<file path="src/rtl/hpmevent_ctrl_pkg.sv">
// Shared constants and types for the HPM event-select / overflow controller.
// Optional overflow/filter feature is enabled by defining HPM_OVERFLOW_EN.
package hpmevent_ctrl_pkg;
   localparam logic [11:0] MHPMEVENTBASE  = 12'h320;
   localparam logic [11:0] MHPMEVENTHBASE = 12'h720;
   localparam logic [11:0] MIP            = 12'h344;

   localparam int unsigned OF        = 63;
   localparam int unsigned MINH      = 62;
   localparam int unsigned SINH      = 61;
   localparam int unsigned UINH      = 60;
   localparam int unsigned LCOFI_BIT = 13;

   // Wide enough for the largest event bus (64 events)
   localparam int unsigned SELMAX_W = 6;

   typedef enum logic [1:0] {
      PRIV_U    = 2'd0,
      PRIV_S    = 2'd1,
      PRIV_RSVD = 2'd2,
      PRIV_M    = 2'd3
   } priv_e;

   typedef struct packed {
      logic                of;
      logic                minh;
      logic                sinh;
      logic                uinh;
      logic [SELMAX_W-1:0] sel;
   } hpm_evt_t;
endpackage

</file>
<file path="src/rtl/hpmevent_ctrl_if.sv">
// CSR, event and increment signals of the HPM event controller.
// master = privileged unit / event sources, slave = hpmevent_ctrl.
interface hpmevent_ctrl_if #(
   parameter int XLEN       = 64,
   parameter int COUNTERS   = 32,
   parameter int NUM_EVENTS = 32
);
   logic                  CSRMWriteM;
   logic [11:0]           CSRAdrM;
   logic [XLEN-1:0]       CSRWriteValM;
   logic [1:0]            PrivilegeModeW;
   logic [NUM_EVENTS-1:0] RawEventM;
   logic [COUNTERS-1:0]   CounterWrapM;
   logic [COUNTERS-1:0]   HPMEventIncM;
   logic [XLEN-1:0]       HPMEventReadValM;
   logic                  IllegalHPMEventAccessM;
   logic                  LCOFIPendingM;

   modport master (
      output CSRMWriteM, CSRAdrM, CSRWriteValM, PrivilegeModeW, RawEventM, CounterWrapM,
      input  HPMEventIncM, HPMEventReadValM, IllegalHPMEventAccessM, LCOFIPendingM
   );

   modport slave (
      input  CSRMWriteM, CSRAdrM, CSRWriteValM, PrivilegeModeW, RawEventM, CounterWrapM,
      output HPMEventIncM, HPMEventReadValM, IllegalHPMEventAccessM, LCOFIPendingM
   );
endinterface

</file>
<file path="src/rtl/hpmevent_ctrl_reg.sv">
// Per-counter mhpmevent state: WARL select, mode filter, increment flop, OF set.
// OF/inhibit bits exist only when HPM_OVERFLOW_EN is defined.
module hpmevent_reg
   import hpmevent_ctrl_pkg::*;
#(
   parameter int XLEN       = 64,
   parameter int NUM_EVENTS = 32
) (
   input  logic                  clk,
   input  logic                  reset,
   input  logic                  writeLo,
   input  logic                  writeHi,
   input  logic [XLEN-1:0]       writeVal,
   input  logic [1:0]            privMode,
   input  logic [NUM_EVENTS-1:0] rawEvent,
   input  logic                  wrap,
   output hpm_evt_t              state,
   output logic                  firstWrap,
   output logic                  incReq
);
   localparam int unsigned EW     = $clog2(NUM_EVENTS);
   localparam int unsigned SELTOP = (XLEN == 64) ? 59 : 31;

   hpm_evt_t      next;
   logic [EW-1:0] selIdx;
   logic          selLegal;
   logic          flagWrite;
   logic          inhibit;

   // Any set bit above the select field makes the value out of range
   assign selLegal  = ~|writeVal[SELTOP:EW];
   assign flagWrite = (XLEN == 64) ? writeLo : writeHi;
   assign selIdx    = state.sel[EW-1:0];
   assign inhibit   = ((privMode == PRIV_M) & state.minh) |
                      ((privMode == PRIV_S) & state.sinh) |
                      ((privMode == PRIV_U) & state.uinh);
   assign firstWrap = wrap & ~state.of;

   always_comb begin
      next = state;
      if (writeLo) begin
         next.sel = '0;
         if (selLegal) next.sel[EW-1:0] = writeVal[EW-1:0];
      end
`ifdef HPM_OVERFLOW_EN
      if (flagWrite) {next.of, next.minh, next.sinh, next.uinh} = writeVal[XLEN-1 -: 4];
      // A wrap in the same cycle wins over a software clear of OF
      if (wrap) next.of = 1'b1;
`endif
   end

   always_ff @(posedge clk) begin
      if (reset) begin
         state  <= '0;
         incReq <= 1'b0;
      end else begin
         state  <= next;
         incReq <= rawEvent[selIdx] & (selIdx != '0) & ~inhibit;
      end
   end
endmodule

</file>
<file path="src/rtl/hpmevent_ctrl.sv">
// HPM event controller top: CSR decode, read mux, LCOFI pending flag.
// Define HPM_OVERFLOW_EN for OF/inhibit bits, mhpmeventh CSRs and LCOFI.
module hpmevent_ctrl
   import hpmevent_ctrl_pkg::*;
#(
   parameter int XLEN       = 64,
   parameter int COUNTERS   = 32,
   parameter int NUM_EVENTS = 32
) (
   input logic              clk,
   input logic              reset,
   hpmevent_ctrl_if.slave   hpm
);
   localparam int unsigned EW = $clog2(NUM_EVENTS);

   hpm_evt_t            evState [COUNTERS];
   logic [COUNTERS-1:0] incVec;
   logic [COUNTERS-1:0] firstWrap;
   logic [4:0]          idx;
   logic                idxOk, inLo, inHi, hiEn, isMip, isM, legal, writeEn;
   hpm_evt_t            rd;

`ifdef HPM_OVERFLOW_EN
   assign hiEn = (XLEN == 32);
`else
   assign hiEn = 1'b0;
`endif

   assign idx     = hpm.CSRAdrM[4:0];
   assign idxOk   = (idx >= 5'd3) && (int'(idx) < COUNTERS);
   assign inLo    = (hpm.CSRAdrM[11:5] == MHPMEVENTBASE[11:5]) && idxOk;
   assign inHi    = hiEn && (hpm.CSRAdrM[11:5] == MHPMEVENTHBASE[11:5]) && idxOk;
   assign isMip   = (hpm.CSRAdrM == MIP);
   assign isM     = (hpm.PrivilegeModeW == PRIV_M);
   assign legal   = isM && (inLo || inHi);
   assign writeEn = hpm.CSRMWriteM && legal;

   assign hpm.IllegalHPMEventAccessM = ~isMip & ~legal;

   for (genvar i = 0; i < COUNTERS; i++) begin : g_ctr
      if (i < 3) begin : g_fixed
         assign evState[i]   = '0;
         assign incVec[i]    = 1'b0;
         assign firstWrap[i] = 1'b0;
      end else begin : g_prog
         hpmevent_reg #(.XLEN(XLEN), .NUM_EVENTS(NUM_EVENTS)) u_reg (
            .clk      (clk),
            .reset    (reset),
            .writeLo  (writeEn && inLo && (idx == 5'(i))),
            .writeHi  (writeEn && inHi && (idx == 5'(i))),
            .writeVal (hpm.CSRWriteValM),
            .privMode (hpm.PrivilegeModeW),
            .rawEvent (hpm.RawEventM),
            .wrap     (hpm.CounterWrapM[i]),
            .state    (evState[i]),
            .firstWrap(firstWrap[i]),
            .incReq   (incVec[i])
         );
      end
   end

   assign hpm.HPMEventIncM = incVec;

   always_comb begin
      rd = evState[idx];
      hpm.HPMEventReadValM = '0;
      if (legal) begin
         if (inHi) begin
            hpm.HPMEventReadValM[XLEN-1 -: 4] = {rd.of, rd.minh, rd.sinh, rd.uinh};
         end else begin
            hpm.HPMEventReadValM[EW-1:0] = rd.sel[EW-1:0];
            if (XLEN == 64) hpm.HPMEventReadValM[XLEN-1 -: 4] = {rd.of, rd.minh, rd.sinh, rd.uinh};
         end
      end
   end

`ifdef HPM_OVERFLOW_EN
   logic lcofiPending;
   logic mipWrite;

   assign mipWrite = hpm.CSRMWriteM && isMip && isM;

   // A fresh overflow outranks a same-cycle software clear
   always_ff @(posedge clk) begin
      if (reset)            lcofiPending <= 1'b0;
      else if (|firstWrap)  lcofiPending <= 1'b1;
      else if (mipWrite)    lcofiPending <= hpm.CSRWriteValM[LCOFI_BIT];
   end

   assign hpm.LCOFIPendingM = lcofiPending;
`else
   assign hpm.LCOFIPendingM = 1'b0;
`endif
endmodule

</file>
<file path="src/flat_wrapper.sv">
// flat-port wrapper written by rule: the top's interface ports become plain ports
module hpmevent_ctrl_flat import hpmevent_ctrl_pkg::*;
#(
   parameter int XLEN       = 64,
   parameter int COUNTERS   = 32,
   parameter int NUM_EVENTS = 32
)
  (clk, reset, hpm_CSRMWriteM, hpm_CSRAdrM, hpm_CSRWriteValM, hpm_PrivilegeModeW, hpm_RawEventM, hpm_CounterWrapM, hpm_HPMEventIncM, hpm_HPMEventReadValM, hpm_IllegalHPMEventAccessM, hpm_LCOFIPendingM);
  hpmevent_ctrl_if #(.XLEN(XLEN), .COUNTERS(COUNTERS), .NUM_EVENTS(NUM_EVENTS)) hpm_i ();
  input logic clk;
  input logic reset;
  input wire logic [$bits(hpm_i.CSRMWriteM)-1:0] hpm_CSRMWriteM;
  input wire logic [$bits(hpm_i.CSRAdrM)-1:0] hpm_CSRAdrM;
  input wire logic [$bits(hpm_i.CSRWriteValM)-1:0] hpm_CSRWriteValM;
  input wire logic [$bits(hpm_i.PrivilegeModeW)-1:0] hpm_PrivilegeModeW;
  input wire logic [$bits(hpm_i.RawEventM)-1:0] hpm_RawEventM;
  input wire logic [$bits(hpm_i.CounterWrapM)-1:0] hpm_CounterWrapM;
  output wire logic [$bits(hpm_i.HPMEventIncM)-1:0] hpm_HPMEventIncM;
  output wire logic [$bits(hpm_i.HPMEventReadValM)-1:0] hpm_HPMEventReadValM;
  output wire logic [$bits(hpm_i.IllegalHPMEventAccessM)-1:0] hpm_IllegalHPMEventAccessM;
  output wire logic [$bits(hpm_i.LCOFIPendingM)-1:0] hpm_LCOFIPendingM;
  assign hpm_i.CSRMWriteM = hpm_CSRMWriteM;
  assign hpm_i.CSRAdrM = hpm_CSRAdrM;
  assign hpm_i.CSRWriteValM = hpm_CSRWriteValM;
  assign hpm_i.PrivilegeModeW = hpm_PrivilegeModeW;
  assign hpm_i.RawEventM = hpm_RawEventM;
  assign hpm_i.CounterWrapM = hpm_CounterWrapM;
  assign hpm_HPMEventIncM = hpm_i.HPMEventIncM;
  assign hpm_HPMEventReadValM = hpm_i.HPMEventReadValM;
  assign hpm_IllegalHPMEventAccessM = hpm_i.IllegalHPMEventAccessM;
  assign hpm_LCOFIPendingM = hpm_i.LCOFIPendingM;
  hpmevent_ctrl #(.XLEN(XLEN), .COUNTERS(COUNTERS), .NUM_EVENTS(NUM_EVENTS)) u_core (.clk(clk), .reset(reset), .hpm(hpm_i));
endmodule
</file>
<file path="config.mk">
export PLATFORM = sky130hd
export DESIGN_NAME = hpmevent_ctrl_flat
export DESIGN_NICKNAME = d
export VERILOG_FILES = /design/src/rtl/hpmevent_ctrl_pkg.sv /design/src/rtl/hpmevent_ctrl_if.sv /design/src/rtl/hpmevent_ctrl_reg.sv /design/src/rtl/hpmevent_ctrl.sv /design/src/flat_wrapper.sv
export SDC_FILE = /design/constraint.sdc
export NUM_CORES = 1
export LEC_CHECK = 0
export BUFFER_PORTS_ARGS = -buffer_cell sky130_fd_sc_hd__buf_2
export CAP_MARGIN = 40
export CORE_MARGIN = 8
export CORE_UTILIZATION = 64
export CTS_CLUSTER_DIAMETER = 200
export DETAILED_ROUTE_END_ITERATION = 16
export HOLD_SLACK_MARGIN = 0.06
export PLACE_DENSITY_LB_ADDON = 0.15
export SYNTH_ARGS = -nofsm -noshare
export SYNTH_HDL_FRONTEND = slang
export SYNTH_SLANG_ARGS = --single-unit
export TNS_END_PERCENT = 50
</file>
<file path="constraint.sdc">
create_clock -name clk -period 4.4 [get_ports clk]
set_clock_uncertainty 0.05 [all_clocks]
set_input_delay 0.22 -clock clk [delete_from_list [all_inputs] [get_ports clk]]
set_output_delay 0.22 -clock clk [all_outputs]
set_load 0.005 [all_outputs]
</file>
==> run_results.csv <==
group,metric,value,unit
run_status,outcome,"complete, no violations",
clock_tree,htree_levels,4,
clock_tree,clk_pin_slew_worst_paths,0.07,ns
place,place_hpwl,34300,um
worst_hold_path,whs_endpoint,"u_core.g_ctr[21].g_prog.u_reg.state[0]",
pwr,p_leak,0.00513,uW
synthesis,ys_types,55,
route,met2WireLength,24300,um
sta,fin_ws,1.22,ns
layout,nets,1626,
global_route,antenna_found_initial,6,
layout,drive_gt1_frac,0.328,
pwr,pwr-share-seq,0.420,
clock_tree,clk_latency,0.45,ns
sta,hold_viol,0,
worst_setup_path,worstPathArrival,2.91,ns
sta,clock.fmax,315,MHz
sta,tightest_slew,0.956,ns
worst_hold_path,holdCritStartpoint,"hpm_CSRMWriteM",
route,wl_per_cell,31.0,um
sta,relSlewSlack,0.356,
layout,instances_no_fill,1825,
worst_setup_path,worstPathMaxFanout,24,
route,post-route-drc-count,0,
worst_hold_path,hold_depth,4,
pwr,clock_power_share,0.421,
synthesis,yosysWarnings,0,
route,vias,14400,
pwr,power.switching,1130,uW
synthesis,syn_area_per_cell,10.2,um2
global_route,grtUsageTotal,0.363,
worst_setup_path,r2r_slack,1.94,ns
worst_setup_path,rr_worst_depth,4,
synthesis,synth_top_cell_area_share,0.350,
pwr,switching_share,0.302,
floorplan,start_util,0.643,
sta,rsz0062_at_grt,"no",
worst_setup_path,crit_required,4.13,ns
synthesis,yosysTopAreaCell,"mux4_2",
clock_tree,root_buffer,"clkbuf_16",
worst_setup_path,r2r_start,"u_core.g_ctr[13].g_prog.u_reg.state[0]",
sta,tns,0,ns
worst_setup_path,worstSetupEndpointType,"output pin",
place,dp.cells,1792,
sta,min_period,3.18,ns
route,antenna_left,0,
synthesis,synth_area_leaders,"mux4_2, dfxtp_1, nand2b_1",
clock_tree,cts-hold-fix-buffers,0,
clock_tree,post_cts_buffers,0,
pwr,powerDensity,228,mW/mm2
sta,final_max_slew_viol_count,0,
global_route,overflow,0,
route,drt-total-wl,56600,um
clock_tree,cts.sinks,174,
route,dr.pass1.iters,7,
floorplan,num_io_pins,243,
global_route,grt_pass1_vias,13900,
clock_tree,clk_path_buf_depth,2,
synthesis,syn_inst,1563,
route,routed_via_density,7.86,
place,io_buffers,142,
synthesis,seq_area_frac_synth,0.218,
route,wl_met3,9990,um
floorplan,die_area,0.0303,mm2
route,drt-initial-drc-count,2531,
synthesis,synth_edf_count,0,
global_route,grt_start_max_net_pins,96,
place,pre_cts_ws,1.37,ns
sta,fin_hold_ws,0.347,ns
floorplan,num_rows,58,
clock_tree,cts-buffers-inserted,17,
synthesis,ys_ff_latch,174,
flow_run,cap_viol_max_count,0,
layout,syn2layout_area_growth,2.90,%
sta,setup_viol,0,
clock_tree,cts_tree,"yes",
route,highest_layer,"met5",
clock_tree,cts-resized-gates,0,
worst_setup_path,critPathLaunchType,"primary input",
floorplan,dieWidth,174,um
floorplan,die_y,174,um
pwr,combPwrFrac,0.159,
worst_setup_path,reg2reg_to,"u_core.g_ctr[13].g_prog.u_reg.incReq",
route,wl_met1,19500,um
pwr,vdd_drop_max,262,uV
floorplan,coreArea,0.0249,mm2
synthesis,synth_flop_cell,"dfxtp_1",
global_route,grt_pass1_wl,84400,um
worst_setup_path,crit_type,"primary input to output pin",
worst_hold_path,hold_path.class,"primary input to flip-flop",
place,gp_congestion,0.963,
sta,fin_crit_sh,0.722,
synthesis,postSynth.asyncResetShare,0,
pwr,p_int,2620,uW
synthesis,syn_area,0.0160,mm2
## synth_stat cells, drive strengths merged, types with 7 or more instances
library cell / number
mux2i: 49
nand3b: 30
a21oi: 54
or4: 19
or2: 20
nor3: 16
a211o: 12
a211oi: 30
nand3: 7
o22ai: 145
clkbuf: 186
mux4: 249
nand2: 57
nor3b: 17
nor4: 20
buf: 143
nand2b: 147
dfxtp: 174
o21ai: 59
a2111o: 13
nor2: 62
or3: 10
## cell type report
type	instances	area, um2
Clock buffer	17	425
Fill cell	1945	8420
Antenna cell	1	2.50
Inverter	1	3.75
Timing Repair Buffer	166	891
Sequential cell	174	3480
Tap cell	330	413
Multi-Input combinational cell	1121	11100
Clock inverter	15	165
## state kept, by name (all words and copies together) (netlist names)
name	count
u_core.g_ctr.g_prog.u_reg.incReq	29
u_core.g_ctr.g_prog.u_reg.state	145
## through the flow
stage	total power, uW	cell area (um2)	utilization
after CTS	3710	16500	0.662
final	3750	16500	0.662
after global placement	2160	15900	0.638
after global routing	3810	16500	0.662
after floorplan	2020	16200	-
after detailed placement	2170	15900	0.638
## worst max-delay path by stage
stage	from	end	cells past startpoint
after global placement	hpm_CSRAdrM[0]	hpm_HPMEventReadValM[2]	7
final	hpm_CSRAdrM[0]	hpm_HPMEventReadValM[2]	7
after CTS	hpm_CSRAdrM[0]	hpm_HPMEventReadValM[2]	7
after global routing	hpm_CSRAdrM[0]	hpm_HPMEventReadValM[2]	7
after floorplan	u_core.g_ctr[7].g_prog.u_reg.state[0]	u_core.g_ctr[7].g_prog.u_reg.incReq	5
after detailed placement	hpm_CSRAdrM[0]	hpm_HPMEventReadValM[2]	7
## worst max-delay path, stage by stage
cell and delay, ns:
buf_2 0.62, buf_4 0.36, mux4_2 0.30, mux2i_1 0.13, a311o_1 0.38, nor4_1 0.64
buf_2 0.24
## cells in the final DEF (no fill, tap or decap), types with 18 or more instances in the layout
cell	instances
nand2b_1	147
a21oi_1	54
mux2i_1	49
conb_1	63
dfxtp_1	174
a211oi_1	30
buf_2	142
or4_1	18
mux4_2	249
or2_2	20
nand3b_1	30
o21ai_0	59
nor2_1	62
o22ai_1	145
buf_4	24
nand2_1	57
## kinds of logic after synthesis
group / share of synthesized area
other: 0.000234
flip-flops: 0.218
AO/OA/AOI/OAI: 0.132
buffers and inverters: 0.104
multiplexers: 0.382
AND/OR/NAND/NOR: 0.164
## metal layers
metal	up-vias	global-route usage
met4	6	0.170
met5	-	0
met2	1525	0.521
met3	268	0.152
met1	6797	0.469
li1	5756	-
## power groups by stage
stage	clock network, uW	logic, uW	registers (uW)
final	1580	596	1570
after global routing	1640	605	1570
after CTS	1570	563	1570
after detailed placement	0	560	1610
after global placement	0	550	1610
after floorplan	0	413	1610
No activity file was read; power rests on OpenSTA's default activity.
